**src/rtl/ram_dp_be.sv**
```systemverilog
// ram_dp_be: simple dual-port RAM (one write port, one read port, one clock)
//   with per-byte write enables, a 1- or 2-cycle registered read pipeline
//   qualified by rd_valid, selectable read-during-write behaviour, and a
//   sequential clear engine that zeroes the array after reset or on clr_req.
// Ports:
//   clk, rst_n          clock (rising edge), asynchronous active-low reset
//   clr_req / busy      clear request pulse / clear engine running
//   we, wr_addr, wr_din, wr_be      write port with byte-lane enables
//   re, rd_addr, rd_dout, rd_valid  read port; rd_dout holds between reads
module ram_dp_be #(
  parameter int ADDR_WIDTH = 4,
  parameter int DATA_WIDTH = 32,
  parameter int DEPTH      = 16,
  parameter int RD_LATENCY = 1,
  parameter int RDW_MODE   = 0,
  localparam int BE_WIDTH  = DATA_WIDTH / 8
) (
  input  logic                  clk,
  input  logic                  rst_n,
  input  logic                  clr_req,
  output logic                  busy,
  input  logic                  we,
  input  logic [ADDR_WIDTH-1:0] wr_addr,
  input  logic [DATA_WIDTH-1:0] wr_din,
  input  logic [BE_WIDTH-1:0]   wr_be,
  input  logic                  re,
  input  logic [ADDR_WIDTH-1:0] rd_addr,
  output logic [DATA_WIDTH-1:0] rd_dout,
  output logic                  rd_valid
);

  localparam logic [ADDR_WIDTH-1:0] LAST_IDX = ADDR_WIDTH'(DEPTH - 1);

  typedef enum logic {
    S_CLEAR = 1'b0,
    S_IDLE  = 1'b1
  } state_t;

  // Storage: deliberately not reset; the clear engine zeroes it instead.
  logic [DATA_WIDTH-1:0] mem [DEPTH];

  state_t                state_q, state_d;
  logic [ADDR_WIDTH-1:0] cnt_q, cnt_d;
  // Set once the last entry has been cleared; the FSM leaves CLEAR one
  // edge later so busy spans DEPTH+1 edges while cnt saturates.
  logic                  last_q, last_d;
  logic                  clr_we;

  logic                  wr_in_range;
  logic                  rd_in_range;
  logic                  wr_ok;
  logic                  rd_ok;
  logic [DATA_WIDTH-1:0] rd_old;
  logic [DATA_WIDTH-1:0] wr_merged;
  logic [DATA_WIDTH-1:0] rd_word;

  // ---------------------------------------------------------------------------
  // Clear engine FSM
  // ---------------------------------------------------------------------------
  always_ff @(posedge clk or negedge rst_n) begin
    if (!rst_n) begin
      state_q <= S_CLEAR;
      cnt_q   <= '0;
      last_q  <= 1'b0;
    end else begin
      state_q <= state_d;
      cnt_q   <= cnt_d;
      last_q  <= last_d;
    end
  end

  always_comb begin
    state_d = state_q;
    cnt_d   = cnt_q;
    last_d  = last_q;
    clr_we  = 1'b0;
    case (state_q)
      S_CLEAR: begin
        if (last_q) begin
          state_d = S_IDLE;
        end else begin
          clr_we = 1'b1;
          if (cnt_q == LAST_IDX) begin
            last_d = 1'b1;
          end else begin
            cnt_d = cnt_q + 1'b1;
          end
        end
      end
      S_IDLE: begin
        if (clr_req) begin
          state_d = S_CLEAR;
          cnt_d   = '0;
          last_d  = 1'b0;
        end
      end
      default: begin
        state_d = S_CLEAR;
        cnt_d   = '0;
        last_d  = 1'b0;
      end
    endcase
  end

  assign busy = (state_q == S_CLEAR);

  // ---------------------------------------------------------------------------
  // Address range checks. When the array fills the whole address space every
  // address is valid, so no comparator is built.
  // ---------------------------------------------------------------------------
  generate
    if (DEPTH >= (1 << ADDR_WIDTH)) begin : g_full_range
      assign wr_in_range = 1'b1;
      assign rd_in_range = 1'b1;
    end else begin : g_part_range
      localparam logic [ADDR_WIDTH-1:0] DEPTH_A = ADDR_WIDTH'(DEPTH);
      assign wr_in_range = (wr_addr < DEPTH_A);
      assign rd_in_range = (rd_addr < DEPTH_A);
    end
  endgenerate

  // User traffic is locked out for the whole time the clear engine runs.
  assign wr_ok = we && !busy && wr_in_range;
  assign rd_ok = re && !busy;

  // ---------------------------------------------------------------------------
  // Array write port: clear writes and user writes never coincide because
  // user writes are gated by busy.
  // ---------------------------------------------------------------------------
  always_ff @(posedge clk) begin
    if (clr_we) begin
      mem[cnt_q] <= '0;
    end else if (wr_ok) begin
      for (int i = 0; i < BE_WIDTH; i++) begin
        if (wr_be[i]) begin
          mem[wr_addr][8*i +: 8] <= wr_din[8*i +: 8];
        end
      end
    end
  end

  // ---------------------------------------------------------------------------
  // Read word selection. Out-of-range reads return zero. In bypass mode a
  // same-address write is merged lane by lane into the returned word.
  // ---------------------------------------------------------------------------
  always_comb begin
    rd_old = '0;
    if (rd_in_range) begin
      rd_old = mem[rd_addr];
    end
  end

  always_comb begin
    wr_merged = rd_old;
    for (int i = 0; i < BE_WIDTH; i++) begin
      if (wr_be[i]) begin
        wr_merged[8*i +: 8] = wr_din[8*i +: 8];
      end
    end
  end

  always_comb begin
    rd_word = rd_old;
    if ((RDW_MODE == 1) && wr_ok && (wr_addr == rd_addr)) begin
      rd_word = wr_merged;
    end
  end

  // ---------------------------------------------------------------------------
  // Read pipeline. Data is captured at the accepting edge, so reads that were
  // accepted just before a clear still return pre-clear contents.
  // ---------------------------------------------------------------------------
  generate
    if (RD_LATENCY == 2) begin : g_rd_lat2
      logic                  s1_vld;
      logic [DATA_WIDTH-1:0] s1_dat;

      always_ff @(posedge clk or negedge rst_n) begin
        if (!rst_n) begin
          s1_vld   <= 1'b0;
          s1_dat   <= '0;
          rd_valid <= 1'b0;
          rd_dout  <= '0;
        end else begin
          s1_vld   <= rd_ok;
          if (rd_ok) begin
            s1_dat <= rd_word;
          end
          rd_valid <= s1_vld;
          if (s1_vld) begin
            rd_dout <= s1_dat;
          end
        end
      end
    end else begin : g_rd_lat1
      always_ff @(posedge clk or negedge rst_n) begin
        if (!rst_n) begin
          rd_valid <= 1'b0;
          rd_dout  <= '0;
        end else begin
          rd_valid <= rd_ok;
          if (rd_ok) begin
            rd_dout <= rd_word;
          end
        end
      end
    end
  endgenerate

endmodule

```
**config.mk**
```make
export PLATFORM = sky130hd
export DESIGN_NAME = ram_dp_be
export DESIGN_NICKNAME = d
export VERILOG_FILES = /design/src/rtl/ram_dp_be.sv
export SDC_FILE = /design/constraint.sdc
export NUM_CORES = 1
export LEC_CHECK = 0
export BUFFER_PORTS_ARGS = -buffer_cell sky130_fd_sc_hd__buf_2
export CAP_MARGIN = 20
export CORE_MARGIN = 2
export CORE_UTILIZATION = 60
export DETAILED_ROUTE_END_ITERATION = 8
export PLACE_DENSITY = 0.78
export SETUP_SLACK_MARGIN = 0.5
export SLEW_MARGIN = 30
export SYNTH_ARGS = -nofsm -noshare
export SYNTH_HDL_FRONTEND = slang
export SYNTH_SLANG_ARGS = --single-unit
```
**constraint.sdc**
```tcl
create_clock -name clk -period 3 [get_ports clk]
set_input_delay 0.3 -clock clk [delete_from_list [all_inputs] [get_ports clk]]
set_output_delay 0.3 -clock clk [all_outputs]
set_load 0.05 [all_outputs]
```
==> results of run 1 <==
state kept, by name (all words and copies together) (netlist names):
| name | count |
|---|---|
| mem | 512 |
| rd_dout | 32 |
| cnt_q | 4 |
| last_q | 1 |
| rd_valid | 1 |
| state_q | 1 |
where the power goes:
part           switching [mW]  internal [mW]
combinational            3.08           1.11
sequential              0.355           9.68
clock                    2.72           3.70
total                    6.15           14.5
final cells by class:
type	instances	area, um^2
tap	461	577
multi-input combinational	720	5210
sequential	551	16400
inverter	3	11.3
clock inverter	21	181
timing repair buffer	181	1270
clock buffer	76	1490
fill	2239	10600
critical path, stage by stage, from the launching register on:
cell and delay (ps):
dfrtp_1 450, nand2_1 120, nor2_4 160, buf_4 320, mux2_4 450, nor3_1 300, buf_4 240
Yosys cell counts:
cell	number
nor2b_1	10
edfxtp_1	512
o21ai_0	3
nand4_1	23
nor3_1	64
mux2i_2	5
mux2_2	2
clkbuf_1	37
nand2_1	119
xor2_1	1
ha_1	1
a21oi_1	35
and2_1	33
buf_2	35
dfrtp_1	39
nor2_1	8
mux2i_1	258
buf_1	10
nor2_2	1
buf_6	1
nand3_1	75
a31oi_1	5
a311oi_2	1
inv_1	3
o22ai_1	1
nor4_2	1
a22oi_1	74
through the flow:
stage          hold WS [ps]  power (mW)  cells  setup slack, ps
6_report                241        20.6   2013              638
5_1_grt                 278        21.4   2013              591
4_1_cts                 227        20.7   2013              534
3_5_place_dp            323        14.3   1911              322
3_3_place_gp            328        14.1   1911              312
2_1_floorplan          4.41        12.7   1357              664
cell families after synthesis:
| group | after synthesis |
|---|---|
| DFF | 551 |
| buffers and inverters | 86 |
| muxes | 265 |
| and+or+nand+nor | 334 |
| adders and majority gates | 1 |
| xor gates and xnor gates | 1 |
| AOI/OAI and AO/OA | 119 |
routing by layer:
metal | track usage [%] | up-vias | share of wire [%]
met5 | 0 | - | 0
met4 | 7.98 | 0 | 2.5
met3 | 3.83 | 94 | 8.3
met2 | 42.6 | 587 | 49
met1 | 35.7 | 6208 | 40
li1 | - | 5550 | -
what timing repair did:
action,CTS,global route
endpoints found under the setup margin,160,16
pin swaps,1,0
cloned,0,0
hold endpoints to repair,21,0
hold buffers,2,0
buffers inserted,3,0
gates resized for setup,0,1
worst max path at each step:
stage | endpoint | slack (ps) | depth (start not counted)
finish | mem[12][17] | 640 | 6
global route | mem[11][23] | 590 | 6
CTS | mem[5][19] | 530 | 6
detailed placement | mem[5][19] | 320 | 6
global placement | mem[1][30] | 310 | 6
floorplan | mem[12][24] | 660 | 5
==> results.json, run 1 <==
{
  "rsz0062_at_grt": "false",
  "synth_cell_type_count": 27,
  "chipWidth_um": 195,
  "required_ps": 3270,
  "cts_tree": "yes",
  "ys_warn_count": 0,
  "cts_made_buffers": 52,
  "avgSynthCellArea_um2": 16.1,
  "areaGrowthSynthToFinish_pct": 15.0,
  "rr_endpoint": "mem[12][17]",
  "antenna_left": 0,
  "via_per_inst": 6.18,
  "worst_pin_slew_ps": 799,
  "grt_max_degree": 65,
  "worstPathArrival_ps": 2630,
  "vias": 12400,
  "ys_ff_latch": 551,
  "placed_area_um2": 23300,
  "ios": 83,
  "path_clk_slew_ps": 70,
  "synth_compound_area_share_pct": 3.66,
  "max_slew_margin_pct": 46.5,
  "core_area_um2": 35700,
  "grt-ovfl-total": 0,
  "wl_per_cell_um": 23.9,
  "grt_pass1_wl_um": 73200,
  "syn_nets": 1407,
  "p_per_area_nw_per_um2": 823,
  "clock_latency_ps": 580,
  "synthCells": 1357,
  "firstDrtPassIters": 5,
  "drc_errors": 0,
  "diodes": 0,
  "fmax_mhz": 423,
  "synth_top_family_by_area": "multiplexers",
  "antenna_found_initial": 0,
  "numPortBuffers": 82,
  "ys_seq_area_share_pct": 74.9,
  "fin_area_um2": 25100,
  "final_util_pct": 70.4,
  "finalCriticalPeriod_ps": 2360,
  "grt_util_all_layers_pct": 25.7,
  "synth_adder_area_share_pct": 0.0573,
  "grt_pass1_vias": 12500,
  "period_share_pct": 78.7,
  "worstReg2RegStart": "state_q",
  "rrSetupSlack_ps": 640,
  "end_kind": "flop",
  "totalNegativeSetupSlack_ps": 0,
  "synth_top_area_share_pct": 70.5,
  "wl_um": 48100,
  "cts.sinks": 551,
  "drtIter0Drc": 1193,
  "yosysTopAreaCell": "edfxtp_1",
  "mostFrequentLayoutCells": "edfxtp_1 (512), mux2i_1 (257), nand2_1 (119)",
  "slew_violations": 0,
  "num_rows": 69,
  "crit_type": "flop to flop",
  "rr_worst_depth": 6,
  "cts_buffer_depth": 3,
  "die_y_um": 195,
  "layout_commonest_cell": "edfxtp_1",
  "hold_viol_final": 0,
  "vdd_drop_max_uv": 651,
  "post-dp-hpwl_um": 29100,
  "cellLeakagePower_nw": 9.28,
  "outcome": "finished clean",
  "die-area_um2": 37900,
  "synthSimpleGateAreaFrac_pct": 7.35,
  "cap_violations": 0,
  "hp-class": "primary input to async pin",
  "initial_core_util_pct": 61.2,
  "synth_xor_area_share_pct": 0.0401,
  "cp_max_fo": 22,
  "root_buffer": "clkbuf_16",
  "muxShareOfSynthArea_pct": 12.3,
  "layout-drive-gt1-share_pct": 18.3,
  "htreeDepth": 2,
  "finClkSkew_ps": 24.1,
  "synthTopCellsByArea": "edfxtp_1 (70%), mux2i_1 (12%), dfrtp_1 (4.5%)",
  "netlist_area_um2": 21800,
  "globalplace.congestion": 0.799,
  "startpoint_type": "flop",
  "worstSetupStartpoint": "state_q",
  "setup_viol": 0,
  "final_nets": 1559
}
Note: power is estimated with default switching activity, not from simulation.
==> run 2: changes to the inputs <==
--- a/config.mk
+++ b/config.mk
@@ -8,9 +8,9 @@
 export BUFFER_PORTS_ARGS = -buffer_cell sky130_fd_sc_hd__buf_2
 export CAP_MARGIN = 20
 export CORE_MARGIN = 2
-export CORE_UTILIZATION = 60
+export CORE_UTILIZATION = 55
 export DETAILED_ROUTE_END_ITERATION = 8
-export PLACE_DENSITY = 0.78
+export PLACE_DENSITY = 0.75
 export SETUP_SLACK_MARGIN = 0.5
 export SLEW_MARGIN = 30
 export SYNTH_ARGS = -nofsm -noshare
==> constraint.sdc (replaced) <==
create_clock -name clk -period 1.9 [get_ports clk]
set_input_delay 0.19 -clock clk [delete_from_list [all_inputs] [get_ports clk]]
set_output_delay 0.19 -clock clk [all_outputs]
set_load 0.05 [all_outputs]
==> run 2 against run 1 <==
Clock skew down 7.7 ps. Register-to-register slack lost 630 ps. Highest routed layer unchanged. Worst setup slack worse by 630 ps. Utilization decreased by 0.34 points. Maximum frequency is 25% higher. Cell area grew 8.6%. Wire length grew 9.2%. Clock power increased by 56%. Combinational power increased by 140%. Cell count up 5.6%. Largest power group unchanged. Sequential power is 58% higher. Largest cell class unchanged. Total power rose by 74%. Critical path type unchanged.
==> results.json, run 2 (synthesis gave the netlist of run 1 again) <==
{
  "outcome": "finished clean",
  "cap_violations": 0,
  "grt_pass1_wl_um": 79300,
  "drc_errors": 0,
  "period_share_pct": 99.8,
  "vias": 12800,
  "grt-ovfl-total": 0,
  "cts_buffer_depth": 3,
  "cts.sinks": 551,
  "grt_max_degree": 65,
  "max_slew_margin_pct": 53.6,
  "num_rows": 72,
  "layout_commonest_cell": "edfxtp_1",
  "rr_worst_depth": 6,
  "firstDrtPassIters": 5,
  "vdd_drop_max_uv": 1470,
  "post-dp-hpwl_um": 32700,
  "diodes": 0,
  "hp-class": "primary input to async pin",
  "root_buffer": "clkbuf_16",
  "final_nets": 1617,
  "cts_made_buffers": 54,
  "worstPathArrival_ps": 2200,
  "via_per_inst": 6.00,
  "regMostFlops": "mem",
  "startpoint_type": "flop",
  "path_depth": 6,
  "critPathSlowestCell": "dfrtp_2",
  "wl_um": 52500,
  "largest_reg_flops": 512,
  "slew_violations": 0,
  "chipWidth_um": 203,
  "finalCriticalPeriod_ps": 1900,
  "mostFrequentLayoutCells": "edfxtp_1 (512), mux2i_1 (257), nand2_1 (117)",
  "end_kind": "flop",
  "die-area_um2": 41300,
  "areaGrowthSynthToFinish_pct": 24.9,
  "die_y_um": 203,
  "worst_pin_slew_ps": 696,
  "required_ps": 2210,
  "nFillCells": 2483,
  "layout-drive-gt1-share_pct": 26.4,
  "globalplace.congestion": 0.802,
  "cellLeakagePower_nw": 10.2,
  "path_cells": "nand2_2, nor2_4, mux2_4, buf_12, nor3_4, buf_12",
  "antenna_found_initial": 0,
  "hold_viol_final": 0,
  "rsz0062_at_grt": "true",
  "setup_viol": 0,
  "antenna_left": 0,
  "numPortBuffers": 82,
  "cpMostUsedCell": "buf_12",
  "clock_latency_ps": 600,
  "cp.buffers_inverters": 2,
  "cts_tree": "yes",
  "largestRegisters": "mem (512), rd_dout (32), cnt_q (4)",
  "core_area_um2": 38900,
  "cp_max_fo": 9,
  "critical-path-top-delay-family": "simple AND/OR/NAND/NOR gates",
  "initial_core_util_pct": 56.1,
  "max_stage_delay_ps": 370,
  "grt_util_all_layers_pct": 26.1,
  "power_mw": 35.9,
  "register_area_um2": 16400,
  "htreeDepth": 2,
  "holdWs_ps": 30.2,
  "drtIter0Drc": 1045,
  "multi_input_area_um2": 6060,
  "ios": 83,
  "grt_pass1_vias": 13000,
  "path_clk_slew_ps": 60,
  "fmax_mhz": 527,
  "wl_per_cell_um": 24.7,
  "finClkSkew_ps": 16.3,
  "crit_type": "flop to flop",
  "p_per_area_nw_per_um2": 1320
}
run 2: final cells by class:
| cell class | instances | share of cell area [%] |
|---|---|---|
| Clock inverter | 21 | 0.556 |
| Inverter | 3 | 0.0413 |
| Multi-Input combinational cell | 721 | 22.2 |
| Tap cell | 518 | 2.38 |
| Sequential cell | 551 | 60.0 |
| Clock buffer | 76 | 5.49 |
| Timing Repair Buffer | 236 | 9.31 |
run 2: path summary, 6_finish.rpt:
kind                                   from           to  slack, ps
worst max-delay path                state_q  mem[11][24]          4
worst min-delay path                  rst_n   rd_dout[9]         30
worst max register to register      state_q  mem[11][24]          4
worst min register to register  rd_dout[29]  rd_dout[29]        470
max in group asynchronous             rst_n  rd_dout[20]       1220
min in group clk                 wr_din[13]  mem[10][13]         80
run 2: power by group:
| group | leakage (nW) | switching, mW | internal [mW] |
|---|---|---|---|
| clock network | 0.807 | 4.30 | 5.72 |
| registers | 5.22 | 0.543 | 15.3 |
| logic | 4.16 | 6.52 | 3.56 |
| total | 10.2 | 11.4 | 24.6 |
run 2: worst register-to-register path: stages (launching register included):
cell and delay, ps:
dfrtp_2 370, nand2_2 60, nor2_4 210, mux2_4 360, buf_12 170, nor3_4 270
buf_12 170
run 2: stage by stage:
stage / util, % / area (um^2) / setup TNS [ps] / cells / setup WS, ps
2_1_floorplan: - / 22900 / -31700 / 1357 / -98.0
3_3_place_gp: 65.1 / 25300 / -28390 / 2013 / -129
3_5_place_dp: 65.1 / 25300 / -40120 / 2013 / -173
4_1_cts: 69.8 / 27200 / 0 / 2121 / 20.4
5_1_grt: 70.0 / 27300 / -949 / 2126 / -30.0
6_report: 70.0 / 27300 / 0 / 2126 / 4.08
run 2: what timing repair did:
action                                   CTS  global route
endpoints found under the setup margin  1044          1062
gates cloned                               2             1
setup buffers                              7             4
pin swaps                                 12             7
resized for setup                         22             0
endpoints found under the hold margin     45             0
hold buffers                               2             0
run 2: per-layer routing:
metal / share of wire [%] / GRT usage (%) / up-vias
li1: - / - / 5688
met1: 40 / 35.0 / 6452
met2: 50 / 43.8 / 516
met3: 7.2 / 4.54 / 107
met4: 3.0 / 8.39 / 0
met5: 0 / 0 / -
==> run 3: changes to the inputs <==
--- a/config.mk
+++ b/config.mk
@@ -10,6 +10,7 @@
 export CORE_MARGIN = 2
 export CORE_UTILIZATION = 55
 export DETAILED_ROUTE_END_ITERATION = 8
+export MAX_ROUTING_LAYER = met4
 export PLACE_DENSITY = 0.75
 export SETUP_SLACK_MARGIN = 0.5
 export SLEW_MARGIN = 30
==> run 3 against run 2 <==
Cell count about the same. Utilization increased by 0.36 points. Largest power group unchanged. Cell area increased by 0.51%. Worst setup slack improved by 1.8 ps. Clock skew decreased by 1.3 ps. Non-clock buffer count unchanged. Sequential share of layout area decreased by 0.30 points. Critical path type unchanged. Largest cell class unchanged. First-iteration DRC count increased by 13%. Maximum frequency about the same. Flip-flop and latch count unchanged.
==> results.json, run 3 (synthesis gave the netlist of run 1 again) <==
{
  "outcome": "finished clean",
  "gr-usage-met3_pct": 4.59,
  "grt_pass1_wl_um": 79400,
  "diodes": 0,
  "hp-class": "primary input to async pin",
  "regMostFlops": "mem",
  "drtIter0Drc": 1181,
  "critPathSlowestCell": "dfrtp_2",
  "cts.sinks": 551,
  "die-area_um2": 41300,
  "grt_pass1_vias": 13000,
  "die_y_um": 203,
  "clock_latency_ps": 600,
  "largest_reg_flops": 512,
  "layout_commonest_cell": "edfxtp_1",
  "num_rows": 72,
  "max_slew_margin_pct": 70.5,
  "post-dp-hpwl_um": 32700,
  "numPortBuffers": 82,
  "p_per_area_nw_per_um2": 1320,
  "via_per_inst": 6.03,
  "mostFrequentLayoutCells": "edfxtp_1 (512), mux2i_1 (257), nand2_1 (117)",
  "final_nets": 1619,
  "rr_worst_depth": 7,
  "end_kind": "flop",
  "crit_type": "flop to flop",
  "startpoint_type": "flop",
  "critical-path-top-delay-family": "buffers and inverters",
  "root_buffer": "clkbuf_16",
  "period_share_pct": 99.7,
  "setup_viol": 0,
  "chipWidth_um": 203,
  "cts_made_buffers": 54,
  "worstPathArrival_ps": 2240,
  "vias": 12800,
  "p_switching_mw": 11.4,
  "max_stage_delay_ps": 370,
  "fin_area_um2": 27400,
  "antenna_found_initial": 0,
  "path_cells": "nand2_2, nor2_4, buf_4, mux2i_4, buf_12, nor3_4, buf_4",
  "drc_errors": 0,
  "required_ps": 2250,
  "fmax_mhz": 528,
  "initial_core_util_pct": 56.1,
  "p_comb_share_pct": 28.2,
  "slew_violations": 0,
  "path_clk_slew_ps": 60,
  "grtUsageMet1_pct": 35.1,
  "global_route.usage.met2_pct": 43.6,
  "firstDrtPassIters": 6,
  "layout-drive-gt1-share_pct": 26.8,
  "finClkSkew_ps": 15.0,
  "largestRegisters": "mem (512), rd_dout (32), cnt_q (4)",
  "rr_endpoint": "mem[11][4]",
  "ios": 83,
  "cap_violations": 0,
  "wl_um": 52900,
  "worst_pin_slew_ps": 442,
  "cts_tree": "yes",
  "grt_max_degree": 65,
  "worstReg2RegStart": "state_q",
  "p_int_mw": 24.6,
  "rsz0062_at_grt": "true",
  "cellLeakagePower_nw": 10.2,
  "cp_max_fo": 8,
  "grt_util_all_layers_pct": 26.9,
  "grt-ovfl-total": 0,
  "wl_per_cell_um": 24.9,
  "globalplace.congestion": 0.814,
  "htreeDepth": 2,
  "busiest_layer": "met2",
  "vdd_drop_max_uv": 1470,
  "placed_area_um2": 25300,
  "areaGrowthSynthToFinish_pct": 25.5,
  "clockPowerShare_pct": 27.8,
  "finalCriticalPeriod_ps": 1890,
  "cp.buffers_inverters": 3,
  "cpMostUsedCell": "buf_4",
  "antenna_left": 0,
  "final_util_pct": 70.4,
  "rrSetupSlack_ps": 6,
  "seqPwrFrac_pct": 43.9,
  "cts_buffer_depth": 3,
  "core_area_um2": 38900,
  "hold_viol_final": 0,
  "swShare_pct": 31.7
}
==> run 3: cell types whose count changed in the layout (fill, tap and decap cells not counted), moves of 2 or more <==
cell,previous run,this run
buf_6,14,44
and2_4,11,14
buf_4,68,39
a21oi_2,0,2
a21oi_1,35,33
==> run 3: how the worst max path moves through the flow <==
stage	from	cells after the start	endpoint	slack [ps]
2_1_floorplan	state_q	6	mem[1][0]	-100
3_3_place_gp	wr_be[0]	6	mem[0][4]	-130
3_5_place_dp	wr_be[0]	6	mem[0][1]	-170
4_1_cts	state_q	6	mem[11][24]	20
5_1_grt	state_q	7	mem[11][3]	-50
6_report	state_q	7	mem[11][4]	6
==> run 3: layer usage <==
| layer | up-vias | wire length (um) |
|---|---|---|
| li1 | 5693 | - |
| met1 | 6423 | 20700 |
| met2 | 596 | 26500 |
| met3 | 119 | 4130 |
| met4 | 0 | 1570 |
| met5 | - | 0 |
==> run 3: per-stage QoR <==
step | setup slack (ps) | hold WS [ps] | total power [mW] | instances | setup TNS, ps
2_1_floorplan | -98.0 | -106 | 21.7 | 1357 | -31700
3_3_place_gp | -129 | 91.0 | 25.3 | 2013 | -28390
3_5_place_dp | -173 | 101 | 25.5 | 2013 | -40120
4_1_cts | 20.4 | 36.7 | 35.9 | 2121 | 0
5_1_grt | -52.3 | 46.2 | 37.3 | 2128 | -5710
6_report | 5.88 | 39.3 | 36.0 | 2128 | 0
==> run 3: layout make-up <==
type                    instances  area, um^2
well taps                     518         648
fillers                      2455       11500
multi-input cells             723        6100
flip-flops and latches        551       16400
clock inverters                21         151
inverters                       3        11.3
clock buffers                  76        1500
repair buffers                236        2630
==> run 3: power groups by stage <==
stage	logic, mW	clock network [mW]	registers (mW)
finish	10.2	10.0	15.8
global placement	9.27	0	16.0
floorplan	4.62	0	17.1
global route	10.7	10.6	16.0
CTS	9.94	10.1	15.8
detailed placement	9.46	0	16.1
==> run 3: timing repair <==
action / in CTS / in global routing
hold buffers: 2 / 0
endpoints found under the setup margin: 1044 / 1059
buffers inserted: 7 / 5
endpoints found under the hold margin: 45 / 0
resized for setup: 22 / 40
pin swaps: 12 / 23
cloned: 2 / 2
